===== src/rtl/maze_pkg.sv =====
// maze_pkg: shared move codes, FSM state type and coordinate stepping helpers
// for the maze path recorder.
package maze_pkg;

    // Move codes produced by the maze solver.
    localparam logic [1:0] MV_LEFT  = 2'b00;  // y - 1
    localparam logic [1:0] MV_UP    = 2'b01;  // x - 1
    localparam logic [1:0] MV_RIGHT = 2'b10;  // y + 1
    localparam logic [1:0] MV_DOWN  = 2'b11;  // x + 1

    // Helpers work on a wide coordinate; callers keep the low CW bits, which
    // gives modulo-2^CW arithmetic for any CW up to COORD_W.
    localparam int COORD_W = 16;

    typedef logic [COORD_W-1:0] coord_t;

    typedef struct packed {
        coord_t x;
        coord_t y;
    } pos_t;

    typedef enum logic [2:0] {
        ST_IDLE   = 3'd0,
        ST_RECORD = 3'd1,
        ST_READY  = 3'd2,
        ST_REPLAY = 3'd3,
        ST_ERROR  = 3'd4
    } state_t;

    // One step of the rat from (x, y) in direction mv.
    function automatic pos_t next_pos(input coord_t x, input coord_t y, input logic [1:0] mv);
        pos_t p;
        p.x = x;
        p.y = y;
        case (mv)
            MV_LEFT:  p.y = y - coord_t'(1);
            MV_UP:    p.x = x - coord_t'(1);
            MV_RIGHT: p.y = y + coord_t'(1);
            MV_DOWN:  p.x = x + coord_t'(1);
        endcase
        return p;
    endfunction

    // True when a step from (x, y) stays inside a 2^cw x 2^cw maze.
    function automatic logic in_bounds(input coord_t x, input coord_t y, input logic [1:0] mv,
                                       input int cw);
        coord_t max_c;
        logic   ok;
        max_c = coord_t'((1 << cw) - 1);
        ok    = 1'b1;
        case (mv)
            MV_LEFT:  ok = (y != '0);
            MV_UP:    ok = (x != '0);
            MV_RIGHT: ok = (y != max_c);
            MV_DOWN:  ok = (x != max_c);
        endcase
        return ok;
    endfunction

endpackage


===== src/rtl/maze_path_recorder_path_buffer.sv =====
// path_buffer: DEPTH x 2-bit move store with a synchronous write port and a
// registered read port (read data appears the cycle after the address).
module path_buffer #(
    parameter int DEPTH = 64,
    parameter int AW    = $clog2(DEPTH)
) (
    input  logic          clk,
    input  logic          rst,
    input  logic          wr_en,
    input  logic [AW-1:0] wr_addr,
    input  logic [1:0]    wr_data,
    input  logic [AW-1:0] rd_addr,
    output logic [1:0]    rd_data
);

    logic [1:0] mem [DEPTH];

    // Write port: store one move per enabled cycle; contents survive reset.
    always_ff @(posedge clk) begin
        if (wr_en) begin
            mem[wr_addr] <= wr_data;
        end
    end

    // Read port: registered, sampled every cycle.
    always_ff @(posedge clk) begin
        if (rst) begin
            rd_data <= 2'b00;
        end else begin
            rd_data <= mem[rd_addr];
        end
    end

endmodule


===== src/rtl/maze_path_recorder.sv =====
// maze_path_recorder: records the solver's move stream while tracking the
// rat's cell, then replays the path as absolute (x, y) beats.
// Optional feature macro: PATH_BOUNDS_CHECK_EN (reject moves leaving the maze;
// without it coordinates wrap modulo 2^CW).
//
// Output handshake: a beat (x_out, y_out, last) transfers on a rising edge
// where out_valid && out_ready. While out_valid && !out_ready the beat is held
// unchanged. out_valid only drops after the last beat transfers, or on start/rst.
module maze_path_recorder
    import maze_pkg::*;
#(
    parameter int DEPTH = 64,
    parameter int CW    = 4
) (
    input  logic                   clk,
    input  logic                   rst,
    input  logic                   start,
    input  logic                   mv_valid,
    input  logic [1:0]             move,
    input  logic                   done,
    input  logic                   fail,
    input  logic                   replay,
    input  logic                   out_ready,
    output logic                   out_valid,
    output logic [CW-1:0]          x_out,
    output logic [CW-1:0]          y_out,
    output logic                   last,
    output logic [$clog2(DEPTH):0] path_len,
    output logic [CW-1:0]          cur_x,
    output logic [CW-1:0]          cur_y,
    output logic                   ready_o,
    output logic                   err,
    output logic [2:0]             state_dbg
);

    localparam int AW = $clog2(DEPTH);
    localparam int LW = AW + 1;

    state_t         state;
    state_t         state_next;
    logic [LW-1:0]  idx;        // index of the beat currently presented
    logic [1:0]     rd_data;    // move idx, read ahead of the beat step
    logic [AW-1:0]  rd_addr;
    logic           full;
    logic           oob;
    logic           rec_en;
    logic           err_set;
    logic           replay_go;
    logic           beat_acc;
    pos_t           cur_step;
    pos_t           out_step;
    logic           unused_bits;

    assign full     = (path_len == LW'(DEPTH));
    assign beat_acc = out_valid && out_ready;
    assign last     = out_valid && (idx == path_len);
    assign cur_step = next_pos(coord_t'(cur_x), coord_t'(cur_y), move);
    assign out_step = next_pos(coord_t'(x_out), coord_t'(y_out), rd_data);
    assign ready_o  = (state == ST_READY);
    assign state_dbg = state;
    // Upper bits of the wide helper results are intentionally discarded.
    assign unused_bits = ^{cur_step, out_step};

`ifdef PATH_BOUNDS_CHECK_EN
    assign oob = !in_bounds(coord_t'(cur_x), coord_t'(cur_y), move, CW);
`else
    assign oob = 1'b0;
`endif

    // State register.
    always_ff @(posedge clk) begin
        if (rst) begin
            state <= ST_IDLE;
        end else begin
            state <= state_next;
        end
    end

    // Next-state and control decode; start overrides every state.
    always_comb begin
        state_next = state;
        rec_en     = 1'b0;
        err_set    = 1'b0;
        replay_go  = 1'b0;
        if (start) begin
            state_next = ST_RECORD;
        end else begin
            case (state)
                ST_RECORD: begin
                    if (mv_valid && (full || oob)) begin
                        err_set    = 1'b1;
                        state_next = ST_ERROR;
                    end else begin
                        rec_en = mv_valid;
                        if (fail) begin
                            err_set    = 1'b1;
                            state_next = ST_ERROR;
                        end else if (done) begin
                            state_next = ST_READY;
                        end
                    end
                end
                ST_READY: begin
                    if (replay) begin
                        replay_go  = 1'b1;
                        state_next = ST_REPLAY;
                    end
                end
                ST_REPLAY: begin
                    if (beat_acc && last) begin
                        state_next = ST_READY;
                    end
                end
                default: begin
                end
            endcase
        end
    end

    // Read-ahead address: fetch the move for the beat that will be shown next.
    always_comb begin
        rd_addr = idx[AW-1:0];
        if (replay_go) begin
            rd_addr = '0;
        end else if (state == ST_REPLAY && beat_acc) begin
            rd_addr = idx[AW-1:0] + AW'(1);
        end
    end

    // Recording datapath: path length, tracked position and sticky error.
    always_ff @(posedge clk) begin
        if (rst || start) begin
            path_len <= '0;
            cur_x    <= '0;
            cur_y    <= '0;
            err      <= 1'b0;
        end else begin
            if (rec_en) begin
                path_len <= path_len + LW'(1);
                cur_x    <= cur_step.x[CW-1:0];
                cur_y    <= cur_step.y[CW-1:0];
            end
            if (err_set) begin
                err <= 1'b1;
            end
        end
    end

    // Replay stepper: beat 0 is the origin, each accepted beat applies one move.
    always_ff @(posedge clk) begin
        if (rst || start) begin
            out_valid <= 1'b0;
            x_out     <= '0;
            y_out     <= '0;
            idx       <= '0;
        end else if (replay_go) begin
            out_valid <= 1'b1;
            x_out     <= '0;
            y_out     <= '0;
            idx       <= '0;
        end else if (state == ST_REPLAY && beat_acc) begin
            if (last) begin
                out_valid <= 1'b0;
            end else begin
                idx   <= idx + LW'(1);
                x_out <= out_step.x[CW-1:0];
                y_out <= out_step.y[CW-1:0];
            end
        end
    end

    path_buffer #(
        .DEPTH (DEPTH),
        .AW    (AW)
    ) u_path_buffer (
        .clk     (clk),
        .rst     (rst),
        .wr_en   (rec_en),
        .wr_addr (path_len[AW-1:0]),
        .wr_data (move),
        .rd_addr (rd_addr),
        .rd_data (rd_data)
    );

endmodule


===== config.mk =====
export PLATFORM = sky130hd
export DESIGN_NAME = maze_path_recorder
export DESIGN_NICKNAME = d
export VERILOG_FILES = /design/src/rtl/maze_pkg.sv /design/src/rtl/maze_path_recorder_path_buffer.sv /design/src/rtl/maze_path_recorder.sv
export SDC_FILE = /design/constraint.sdc
export NUM_CORES = 1
export LEC_CHECK = 0
export CAP_MARGIN = 20
export CORE_ASPECT_RATIO = 1.5
export CORE_MARGIN = 2
export CORE_UTILIZATION = 65
export DETAILED_ROUTE_END_ITERATION = 16
export PLACE_DENSITY = 0.82
export SLEW_MARGIN = 20
export SYNTH_ARGS = -nofsm -noshare
export SYNTH_HDL_FRONTEND = slang
export SYNTH_SLANG_ARGS = --single-unit

===== constraint.sdc =====
create_clock -name clk -period 5.3 [get_ports clk]
set_input_delay 0.53 -clock clk [delete_from_list [all_inputs] [get_ports clk]]
set_output_delay 0.53 -clock clk [all_outputs]
set_load 0.05 [all_outputs]

==> results of run 1 <==
metrics by stage:
stage / instance area, µm² / std cells
after global placement: 8150 / 823
after global routing: 8750 / 855
after floorplan: 7790 / 672
after CTS: 8750 / 855
final: 8750 / 855
after detailed placement: 8150 / 823
per-layer routing:
| layer | vias up | global-route usage | wire [µm] |
|---|---|---|---|
| met5 | - | 0 | 0 |
| met4 | 0 | 0.200 | 1140 |
| met3 | 80 | 0.0616 | 1280 |
| met2 | 305 | 0.525 | 10100 |
| met1 | 2785 | 0.360 | 7110 |
| li1 | 2558 | - | - |
worst max-delay path by stage:
stage                                         from                             endpoint  slack (ns)  cells after the start
final                          idx[0]$_SDFFE_PP0P_  u_path_buffer.rd_data[1]$_SDFF_PP0_        1.46                      8
after global routing           idx[0]$_SDFFE_PP0P_  u_path_buffer.rd_data[1]$_SDFF_PP0_        1.08                      8
after CTS                      idx[0]$_SDFFE_PP0P_  u_path_buffer.rd_data[0]$_SDFF_PP0_        1.56                      8
after detailed placement                 out_ready  u_path_buffer.rd_data[0]$_SDFF_PP0_        1.56                      8
after global placement                   out_ready  u_path_buffer.rd_data[0]$_SDFF_PP0_        1.73                      8
after floorplan           path_len[0]$_SDFFE_PP0P_                x_out[0]$_SDFFE_PP0P_        2.62                      8
logic make-up after synthesis:
kind of cell	count (synthesis)
compound gates	130
xor+xnor	34
fa+ha+maj	15
buf+inv	52
flops	165
mux	3
simple gates	273
registers in the layout, summed over array words and instances, names as in the netlist, 3 cells and up:
| name | cells |
|---|---|
| idx | 7 |
| x_out | 4 |
| y_out | 4 |
| state_dbg | 3 |
| cur_x | 4 |
| cur_y | 4 |
| u_path_buffer.mem | 128 |
| path_len | 7 |
placed cells by master, fill, tap and decap left out, types with 7 or more instances in the layout:
| cell | synthesis | routed |
|---|---|---|
| sky130_fd_sc_hd__edfxtp_1 | 128 | 128 |
| sky130_fd_sc_hd__nor2_1 | 109 | 109 |
| sky130_fd_sc_hd__and3_1 | 65 | 65 |
| sky130_fd_sc_hd__a211oi_1 | 50 | 50 |
| sky130_fd_sc_hd__dfxtp_1 | 37 | 37 |
| sky130_fd_sc_hd__clkdlybuf4s50_1 | 0 | 37 |
| sky130_fd_sc_hd__nand2_1 | 26 | 26 |
| sky130_fd_sc_hd__nor4_1 | 23 | 23 |
| sky130_fd_sc_hd__a21oi_1 | 20 | 20 |
| sky130_fd_sc_hd__xnor2_1 | 19 | 19 |
| sky130_fd_sc_hd__clkbuf_16 | 0 | 17 |
| sky130_fd_sc_hd__xor2_1 | 14 | 14 |
| sky130_fd_sc_hd__a21boi_0 | 14 | 14 |
| sky130_fd_sc_hd__nand3_1 | 13 | 13 |
| sky130_fd_sc_hd__o311ai_0 | 13 | 13 |
| sky130_fd_sc_hd__ha_1 | 11 | 11 |
| sky130_fd_sc_hd__inv_1 | 7 | 7 |
| sky130_fd_sc_hd__a21o_1 | 7 | 7 |
power by group through the flow:
| stage | Sequential, µW | Combinational [µW] | Clock, µW |
|---|---|---|---|
| after floorplan | 1430 | 32.4 | 0 |
| after global placement | 1430 | 68.5 | 0 |
| after detailed placement | 1430 | 71.6 | 0 |
| after CTS | 1400 | 72.1 | 1270 |
| after global routing | 1400 | 78.3 | 1320 |
| final | 1400 | 72.2 | 1260 |
worst reg2reg max path, stage by stage, from the launching register on:
cell	delay, ns
sky130_fd_sc_hd__dfxtp_1	0.75
sky130_fd_sc_hd__ha_1	0.31
sky130_fd_sc_hd__nor3b_2	0.08
sky130_fd_sc_hd__a2bb2oi_4	0.73
sky130_fd_sc_hd__nand2_2	0.76
sky130_fd_sc_hd__a211oi_1	0.49
sky130_fd_sc_hd__nor4_1	0.13
sky130_fd_sc_hd__nor4_1	0.33
sky130_fd_sc_hd__o22ai_1	0.13
area by class of cell:
class | instances | area share
clock buffers | 19 | 0.0495
repair buffers | 43 | 0.0469
clock inverters | 13 | 0.0196
inverters | 7 | 0.00300
well taps | 153 | 0.0219
flip-flops and latches | 165 | 0.524
multi-input cells | 455 | 0.335
==> flow_summary.html, run 1 <==
<table>
<tr><th>Metric</th><th>Value</th></tr>
<tr><th colspan="2">Worst setup path</th></tr>
<tr><td>Critical path capture point type</td><td>flop</td></tr>
<tr><td>Start-to-end type of the worst setup path</td><td>flop to flop</td></tr>
<tr><td>Worst path arrival time</td><td>4.14 ns</td></tr>
<tr><td>Cell class contributing the biggest share of worst-path delay</td><td>compound AO/OA/AOI/OAI gates</td></tr>
<tr><td>Capture instance of the worst register-to-register path</td><td>u_path_buffer.rd_data[1]$_SDFF_PP0_</td></tr>
<tr><td>Required time of the critical path</td><td>5.60 ns</td></tr>
<tr><td>Element type at the critical path start</td><td>flop</td></tr>
<tr><td>Critical path, cell by cell</td><td>ha_1 -&gt; nor3b_2 -&gt; a2bb2oi_4 -&gt; nand2_2 -&gt; a211oi_1 -&gt; nor4_1 -&gt; nor4_1 -&gt; o22ai_1</td></tr>
<tr><td>Highest-delay cell along the critical path</td><td>sky130_fd_sc_hd__nand2_2</td></tr>
<tr><td>Worst Reg2Reg Path Length in Cells</td><td>8</td></tr>
<tr><td>Setup slack, reg-to-reg</td><td>1.46 ns</td></tr>
<tr><td>Critical register-to-register path startpoint</td><td>idx[0]$_SDFFE_PP0P_</td></tr>
<tr><td>Most common cell on crit path</td><td>sky130_fd_sc_hd__nor4_1</td></tr>
<tr><td>Critical Path Fanout Max</td><td>48</td></tr>
<tr><td>Critical path's largest stage delay</td><td>0.76 ns</td></tr>
<tr><td>Combined buffer and inverter count along the critical path</td><td>0</td></tr>
<tr><th colspan="2">Timing</th></tr>
<tr><td>Final Worst Setup Slack</td><td>1.46 ns</td></tr>
<tr><td>FMAX</td><td>0.260 GHz</td></tr>
<tr><td>Fin crit share</td><td>0.725</td></tr>
<tr><td>Aggregate negative setup slack</td><td>0 ns</td></tr>
<tr><td>Endpoints failing setup</td><td>0</td></tr>
<tr><td>Shortest period the worst path allows</td><td>3.84 ns</td></tr>
<tr><td>Unrepaired setup endpoints after global routing</td><td>no</td></tr>
<tr><td>Worst clock skew on the final layout</td><td>0.00876 ns</td></tr>
<tr><td>Worst-case headroom to the max-slew limit</td><td>0.389</td></tr>
<tr><td>Max-slew violation count</td><td>0</td></tr>
<tr><td>Hold WS</td><td>0.479 ns</td></tr>
<tr><td>Tightest Pin Transition</td><td>0.914 ns</td></tr>
<tr><td>Number of failing hold endpoints at the final stage</td><td>0</td></tr>
<tr><th colspan="2">Die</th></tr>
<tr><td>IO Count</td><td>40</td></tr>
<tr><td>Number of rows created at floorplan</td><td>49</td></tr>
<tr><td>Core box area</td><td>0.0118 mm²</td></tr>
<tr><td>Full die area</td><td>0.0129 mm²</td></tr>
<tr><td>Starting utilization of the core area</td><td>0.659</td></tr>
<tr><td>Y dimension of the die</td><td>138 µm</td></tr>
<tr><td>X dimension of the die</td><td>93.4 µm</td></tr>
<tr><th colspan="2">Outcome</th></tr>
<tr><td>Result of the run</td><td>complete, no violations</td></tr>
<tr><th colspan="2">Pwr</th></tr>
<tr><td>Reg power frac</td><td>0.512</td></tr>
<tr><td>Total power density per cell area</td><td>312 mW/mm²</td></tr>
<tr><td>Post-layout total power</td><td>2730 µW</td></tr>
<tr><td>Standby leakage power</td><td>0.00296 µW</td></tr>
<tr><td>Share of total power in the clock network</td><td>0.462</td></tr>
<tr><td>Power Internal</td><td>2160 µW</td></tr>
<tr><td>Peak supply drop</td><td>0.000256 V</td></tr>
<tr><td>Logic pwr share</td><td>0.026</td></tr>
<tr><td>Proportion of total power due to net switching</td><td>0.209</td></tr>
<tr><td>Switching power summed over all nets</td><td>571 µW</td></tr>
<tr><th colspan="2">Yosys</th></tr>
<tr><td>Number of enable flip-flop cells after synthesis</td><td>128</td></tr>
<tr><td>Number of instances in the synthesized netlist</td><td>672</td></tr>
<tr><td>Total number of yosys warnings</td><td>0</td></tr>
<tr><td>Most common cell in the synthesized netlist</td><td>sky130_fd_sc_hd__edfxtp_1</td></tr>
<tr><td>Synth unique cells</td><td>56</td></tr>
<tr><td>Compound-gate portion of the synthesized area</td><td>0.125</td></tr>
<tr><td>Share of synthesized area spent on multiplexers</td><td>0.00385</td></tr>
<tr><td>Yosys reg bits</td><td>165</td></tr>
<tr><td>Main combinational cell family by area after synthesis</td><td>simple AND/OR/NAND/NOR gates</td></tr>
<tr><td>Post-synthesis cell type with the largest combined area</td><td>sky130_fd_sc_hd__edfxtp_1</td></tr>
<tr><td>Top post-synthesis cells by area</td><td>sky130_fd_sc_hd__edfxtp_1 49%, sky130_fd_sc_hd__dfxtp_1 9.5%, sky130_fd_sc_hd__nor2_1 5.2%</td></tr>
<tr><td>Fraction of the mapped netlist area in simple logic gates</td><td>0.181</td></tr>
<tr><td>Adder-cell share of the synthesized area</td><td>0.0279</td></tr>
<tr><td>Average size of a mapped cell</td><td>11.6 µm²</td></tr>
<tr><td>Async set-or-reset flop fraction in the synthesized netlist</td><td>0</td></tr>
<tr><td>Synthesized-area fraction occupied by xor and xnor cells</td><td>0.0392</td></tr>
<tr><td>Mapped cell area</td><td>0.00779 mm²</td></tr>
<tr><td>Synthesized net count</td><td>697</td></tr>
<tr><td>Most frequent cells after synthesis</td><td>128 x sky130_fd_sc_hd__edfxtp_1, 109 x sky130_fd_sc_hd__nor2_1, 65 x sky130_fd_sc_hd__and3_1</td></tr>
<tr><td>Area fraction of the dominant cell type after synthesis</td><td>0.493</td></tr>
<tr><td>Sequential-to-total area share from yosys stat</td><td>0.588</td></tr>
<tr><td>Prevailing post-synth register cell</td><td>sky130_fd_sc_hd__edfxtp_1</td></tr>
<tr><th colspan="2">Min path</th></tr>
<tr><td>Class of the tightest hold or removal check</td><td>primary input to flop</td></tr>
<tr><td>Hold path endpoint</td><td>u_path_buffer.mem[38][0]$_DFFE_PP_</td></tr>
<tr><td>HP Start</td><td>move[0]</td></tr>
<tr><td>Number of stages on the worst hold path</td><td>1</td></tr>
<tr><th colspan="2">Clock tree</th></tr>
<tr><td>CTS buffer count</td><td>17</td></tr>
<tr><td>Total of hold buffers inserted after clock tree synthesis</td><td>0</td></tr>
<tr><td>Clock insertion delay at the later pin of the skew report</td><td>0.43 ns</td></tr>
<tr><td>Setup fix buffers added after clock tree synthesis</td><td>0</td></tr>
<tr><td>Clock Sink Count</td><td>165</td></tr>
<tr><td>Maximum clock path buffer count</td><td>2</td></tr>
<tr><td>Clock tree from TritonCTS</td><td>done</td></tr>
<tr><td>Max H-tree Level</td><td>4</td></tr>
<tr><td>Clock slew at the register clock pins of the worst setup and hold paths</td><td>0.06 ns</td></tr>
<tr><td>CTS Root Buffer Type</td><td>sky130_fd_sc_hd__clkbuf_16</td></tr>
<tr><td># resized after CTS</td><td>0</td></tr>
<tr><th colspan="2">Route</th></tr>
<tr><td>Count of unresolved DRC violations after routing</td><td>0</td></tr>
<tr><td>Count of antenna-violating nets left after detailed routing</td><td>0</td></tr>
<tr><td>Routed vias</td><td>5728</td></tr>
<tr><td>Via-to-Cell Ratio</td><td>6.70</td></tr>
<tr><td>DRT Pass-1 Iters</td><td>5</td></tr>
<tr><td>WL final</td><td>19600 µm</td></tr>
<tr><td>Initial detailed-routing violation count</td><td>511</td></tr>
<tr><td>Wirelength per Cell</td><td>22.9 µm</td></tr>
<tr><th colspan="2">Placement</th></tr>
<tr><td>Final GP Congestion</td><td>0.863</td></tr>
<tr><td># port buffers</td><td>39</td></tr>
<tr><td>DPL Wire Length</td><td>12400 µm</td></tr>
<tr><td>Worst slack, placed</td><td>1.56 ns</td></tr>
<tr><th colspan="2">Final layout</th></tr>
<tr><td>Share of cells above drive strength 1</td><td>0.0769</td></tr>
<tr><td>Number of fillers in the final layout</td><td>770</td></tr>
<tr><td>Net count reported at finish</td><td>714</td></tr>
<tr><td>Antenna Diode Count</td><td>0</td></tr>
<tr><td>Register Area</td><td>0.00458 mm²</td></tr>
<tr><td>Footprint of the multi-input gates</td><td>0.00294 mm²</td></tr>
<tr><td>Share of the core filled with cells</td><td>0.740</td></tr>
<tr><td>Area growth from synthesis to layout</td><td>12.3%</td></tr>
<tr><th colspan="2">Global routing</th></tr>
<tr><td>Initial antenna violation count</td><td>0</td></tr>
<tr><td>Number of global-route vias before repair</td><td>5777</td></tr>
<tr><td>Global-route wire length before repair</td><td>30400 µm</td></tr>
<tr><td>Global-route congestion overflow total</td><td>0</td></tr>
<tr><td>Total global routing track utilization</td><td>0.313</td></tr>
<tr><td>Pin count of the biggest net entering global routing</td><td>82</td></tr>
<tr><th colspan="2">Job</th></tr>
<tr><td>Reported max-cap violation count</td><td>0</td></tr>
</table>
Note: power is estimated with default switching activity, not from simulation.
==> inputs of run 2 (changes only) <==
Settings changed: CORE_UTILIZATION 65 to 54, PLACE_DENSITY 0.82 to 0.73.
Clock period 5.3 ns to 3.1 ns, I/O delays scaled along.
==> flow_summary.html, run 2 (same netlist as run 1, synthesis figures left out) <==
<table>
<tr><th>Metric</th><th>Value</th></tr>
<tr><th colspan="2">Final layout</th></tr>
<tr><td>Antenna Diode Count</td><td>0</td></tr>
<tr><td>Share of cells above drive strength 1</td><td>0.116</td></tr>
<tr><td>Top flop regs</td><td>u_path_buffer.mem: 128 flops, idx: 7 flops, path_len: 7 flops</td></tr>
<tr><td>Net count reported at finish</td><td>744</td></tr>
<tr><td>Area growth from synthesis to layout</td><td>16.2%</td></tr>
<tr><td>Most frequent cells in the layout</td><td>128 x sky130_fd_sc_hd__edfxtp_1, 109 x sky130_fd_sc_hd__nor2_1, 65 x sky130_fd_sc_hd__and3_1</td></tr>
<tr><td>Largest register FFs</td><td>128</td></tr>
<tr><td>Footprint of the multi-input gates</td><td>0.00294 mm²</td></tr>
<tr><td>Reg with most FFs</td><td>u_path_buffer.mem</td></tr>
<tr><td>Register Area</td><td>0.00458 mm²</td></tr>
<tr><td>Number of fillers in the final layout</td><td>1072</td></tr>
<tr><td>Leading cell type in the layout, fill and taps excluded</td><td>sky130_fd_sc_hd__edfxtp_1</td></tr>
<tr><th colspan="2">Timing</th></tr>
<tr><td>Max-slew violation count</td><td>0</td></tr>
<tr><td>Hold WS</td><td>0.222 ns</td></tr>
<tr><td>Unrepaired setup endpoints after global routing</td><td>no</td></tr>
<tr><td>Fin crit share</td><td>0.914</td></tr>
<tr><td>FMAX</td><td>0.353 GHz</td></tr>
<tr><td>Shortest period the worst path allows</td><td>2.83 ns</td></tr>
<tr><td>Endpoints failing setup</td><td>0</td></tr>
<tr><td>Number of failing hold endpoints at the final stage</td><td>0</td></tr>
<tr><td>Tightest Pin Transition</td><td>0.787 ns</td></tr>
<tr><td>Worst-case headroom to the max-slew limit</td><td>0.471</td></tr>
<tr><td>Aggregate negative setup slack</td><td>0 ns</td></tr>
<tr><td>Worst clock skew on the final layout</td><td>0.00737 ns</td></tr>
<tr><th colspan="2">Route</th></tr>
<tr><td>Wirelength per Cell</td><td>21.2 µm</td></tr>
<tr><td>Count of unresolved DRC violations after routing</td><td>0</td></tr>
<tr><td>Via-to-Cell Ratio</td><td>6.16</td></tr>
<tr><td>Routed vias</td><td>5690</td></tr>
<tr><td>DRT Pass-1 Iters</td><td>5</td></tr>
<tr><td>Initial detailed-routing violation count</td><td>376</td></tr>
<tr><td>WL final</td><td>19600 µm</td></tr>
<tr><td>Count of antenna-violating nets left after detailed routing</td><td>0</td></tr>
<tr><th colspan="2">Clock tree</th></tr>
<tr><td># resized after CTS</td><td>0</td></tr>
<tr><td>Clock tree from TritonCTS</td><td>done</td></tr>
<tr><td>CTS buffer count</td><td>17</td></tr>
<tr><td>Clock slew at the register clock pins of the worst setup and hold paths</td><td>0.07 ns</td></tr>
<tr><td>Max H-tree Level</td><td>4</td></tr>
<tr><td>Clock insertion delay at the later pin of the skew report</td><td>0.43 ns</td></tr>
<tr><td>Total of hold buffers inserted after clock tree synthesis</td><td>0</td></tr>
<tr><td>Maximum clock path buffer count</td><td>2</td></tr>
<tr><td>Clock Sink Count</td><td>165</td></tr>
<tr><td>Setup fix buffers added after clock tree synthesis</td><td>0</td></tr>
<tr><td>CTS Root Buffer Type</td><td>sky130_fd_sc_hd__clkbuf_16</td></tr>
<tr><th colspan="2">Outcome</th></tr>
<tr><td>Result of the run</td><td>complete, no violations</td></tr>
<tr><th colspan="2">Placement</th></tr>
<tr><td>DPL Wire Length</td><td>13900 µm</td></tr>
<tr><td># port buffers</td><td>39</td></tr>
<tr><td>Final GP Congestion</td><td>1.02</td></tr>
<tr><th colspan="2">Worst setup path</th></tr>
<tr><td>Element type at the critical path start</td><td>flop</td></tr>
<tr><td>Critical Path Fanout Max</td><td>12</td></tr>
<tr><td>Critical path, cell by cell</td><td>xnor2_1 -&gt; nand4_1 -&gt; nor2_1 -&gt; clkdlybuf4s50_1</td></tr>
<tr><td>Highest-delay cell along the critical path</td><td>sky130_fd_sc_hd__clkdlybuf4s50_1</td></tr>
<tr><td>Cell class contributing the biggest share of worst-path delay</td><td>buffers and inverters</td></tr>
<tr><td>Combined buffer and inverter count along the critical path</td><td>1</td></tr>
<tr><td>Start-to-end type of the worst setup path</td><td>flop to output pin</td></tr>
<tr><td>Required time of the critical path</td><td>2.79 ns</td></tr>
<tr><td>Worst path arrival time</td><td>2.52 ns</td></tr>
<tr><td>Critical path's largest stage delay</td><td>0.87 ns</td></tr>
<tr><td>Critical path capture point type</td><td>output pin</td></tr>
<tr><th colspan="2">Global routing</th></tr>
<tr><td>Global-route congestion overflow total</td><td>0</td></tr>
<tr><td>Global-route wire length before repair</td><td>30300 µm</td></tr>
<tr><td>Pin count of the biggest net entering global routing</td><td>66</td></tr>
<tr><td>Number of global-route vias before repair</td><td>5755</td></tr>
<tr><td>Total global routing track utilization</td><td>0.267</td></tr>
<tr><td>Initial antenna violation count</td><td>2</td></tr>
<tr><th colspan="2">Pwr</th></tr>
<tr><td>Peak supply drop</td><td>0.000332 V</td></tr>
<tr><td>Standby leakage power</td><td>0.00311 µW</td></tr>
<tr><td>Post-layout total power</td><td>4560 µW</td></tr>
<tr><td>Total power density per cell area</td><td>504 mW/mm²</td></tr>
<tr><th colspan="2">Die</th></tr>
<tr><td>Full die area</td><td>0.0154 mm²</td></tr>
<tr><td>Starting utilization of the core area</td><td>0.554</td></tr>
<tr><td>X dimension of the die</td><td>102 µm</td></tr>
<tr><td>Y dimension of the die</td><td>151 µm</td></tr>
<tr><td>IO Count</td><td>40</td></tr>
<tr><td>Core box area</td><td>0.0141 mm²</td></tr>
<tr><td>Number of rows created at floorplan</td><td>53</td></tr>
<tr><th colspan="2">Job</th></tr>
<tr><td>Reported max-cap violation count</td><td>0</td></tr>
<tr><th colspan="2">Min path</th></tr>
<tr><td>Class of the tightest hold or removal check</td><td>primary input to flop</td></tr>
</table>
[run 2: cell count changes in the layout (fill, tap and decap cells not counted), moves of 2 or more]
cell and delta:
sky130_fd_sc_hd__buf_4 +26, sky130_fd_sc_hd__inv_8 +4, sky130_fd_sc_hd__clkinv_8 +2, sky130_fd_sc_hd__buf_12 +4, sky130_fd_sc_hd__clkbuf_1 -2, sky130_fd_sc_hd__bufinv_16 -3
[run 2: final timing paths]
| path | start | to | slack (ns) | depth (start not counted) |
|---|---|---|---|---|
| worst max-delay path | path_len[5]$_SDFFE_PP0P_ | last | 0.27 | 4 |
| worst min register to register | err$_SDFFE_PP0P_ | err$_SDFFE_PP0P_ | 0.48 | 2 |
| worst max register to register | state_dbg[2]$_SDFFE_PP0P_ | u_path_buffer.rd_data[0]$_SDFF_PP0_ | 0.31 | 8 |
| worst min-delay path | move[0] | cur_x[1]$_SDFFE_PP0P_ | 0.22 | 3 |
[run 2: routing by layer]
layer | part of all wire | vias to the layer above | global-route usage
li1 | - | 2614 | -
met1 | 0.36 | 2777 | 0.292
met3 | 0.053 | 72 | 0.0466
met5 | 0 | - | 0
met2 | 0.53 | 227 | 0.472
met4 | 0.057 | 0 | 0.165
[run 2: area by class of cell]
cell class | instances | share of cell area
clock inverters | 15 | 0.0170
well taps | 192 | 0.0265
repair buffers | 73 | 0.0757
clock buffers | 17 | 0.0470
multi-input cells | 455 | 0.324
flip-flops and latches | 165 | 0.506
inverters | 7 | 0.00290
[run 2: worst register-to-register path: cells and delay by family (launching register included)]
kind | cells | cell delay (ns)
buffers and inverters | 1 | 0.22
DFF | 1 | 0.39
and+or+nand+nor | 3 | 0.99
AOI/OAI and AO/OA | 4 | 1.12
[run 2: through the flow]
stage | utilization | area (µm²) | setup slack [ns] | instances
after floorplan | - | 7790 | 0.424 | 672
after global placement | 0.603 | 8470 | 0.260 | 892
after detailed placement | 0.603 | 8470 | 0.177 | 892
after CTS | 0.644 | 9050 | 0.266 | 924
after global routing | 0.644 | 9050 | 0.0397 | 924
final | 0.644 | 9050 | 0.266 | 924
[run 2: power by group]
part	switching, µW	internal [µW]	total [µW]
clock network	970	1080	2050
registers	8.74	2380	2390
logic	84.8	38.4	123
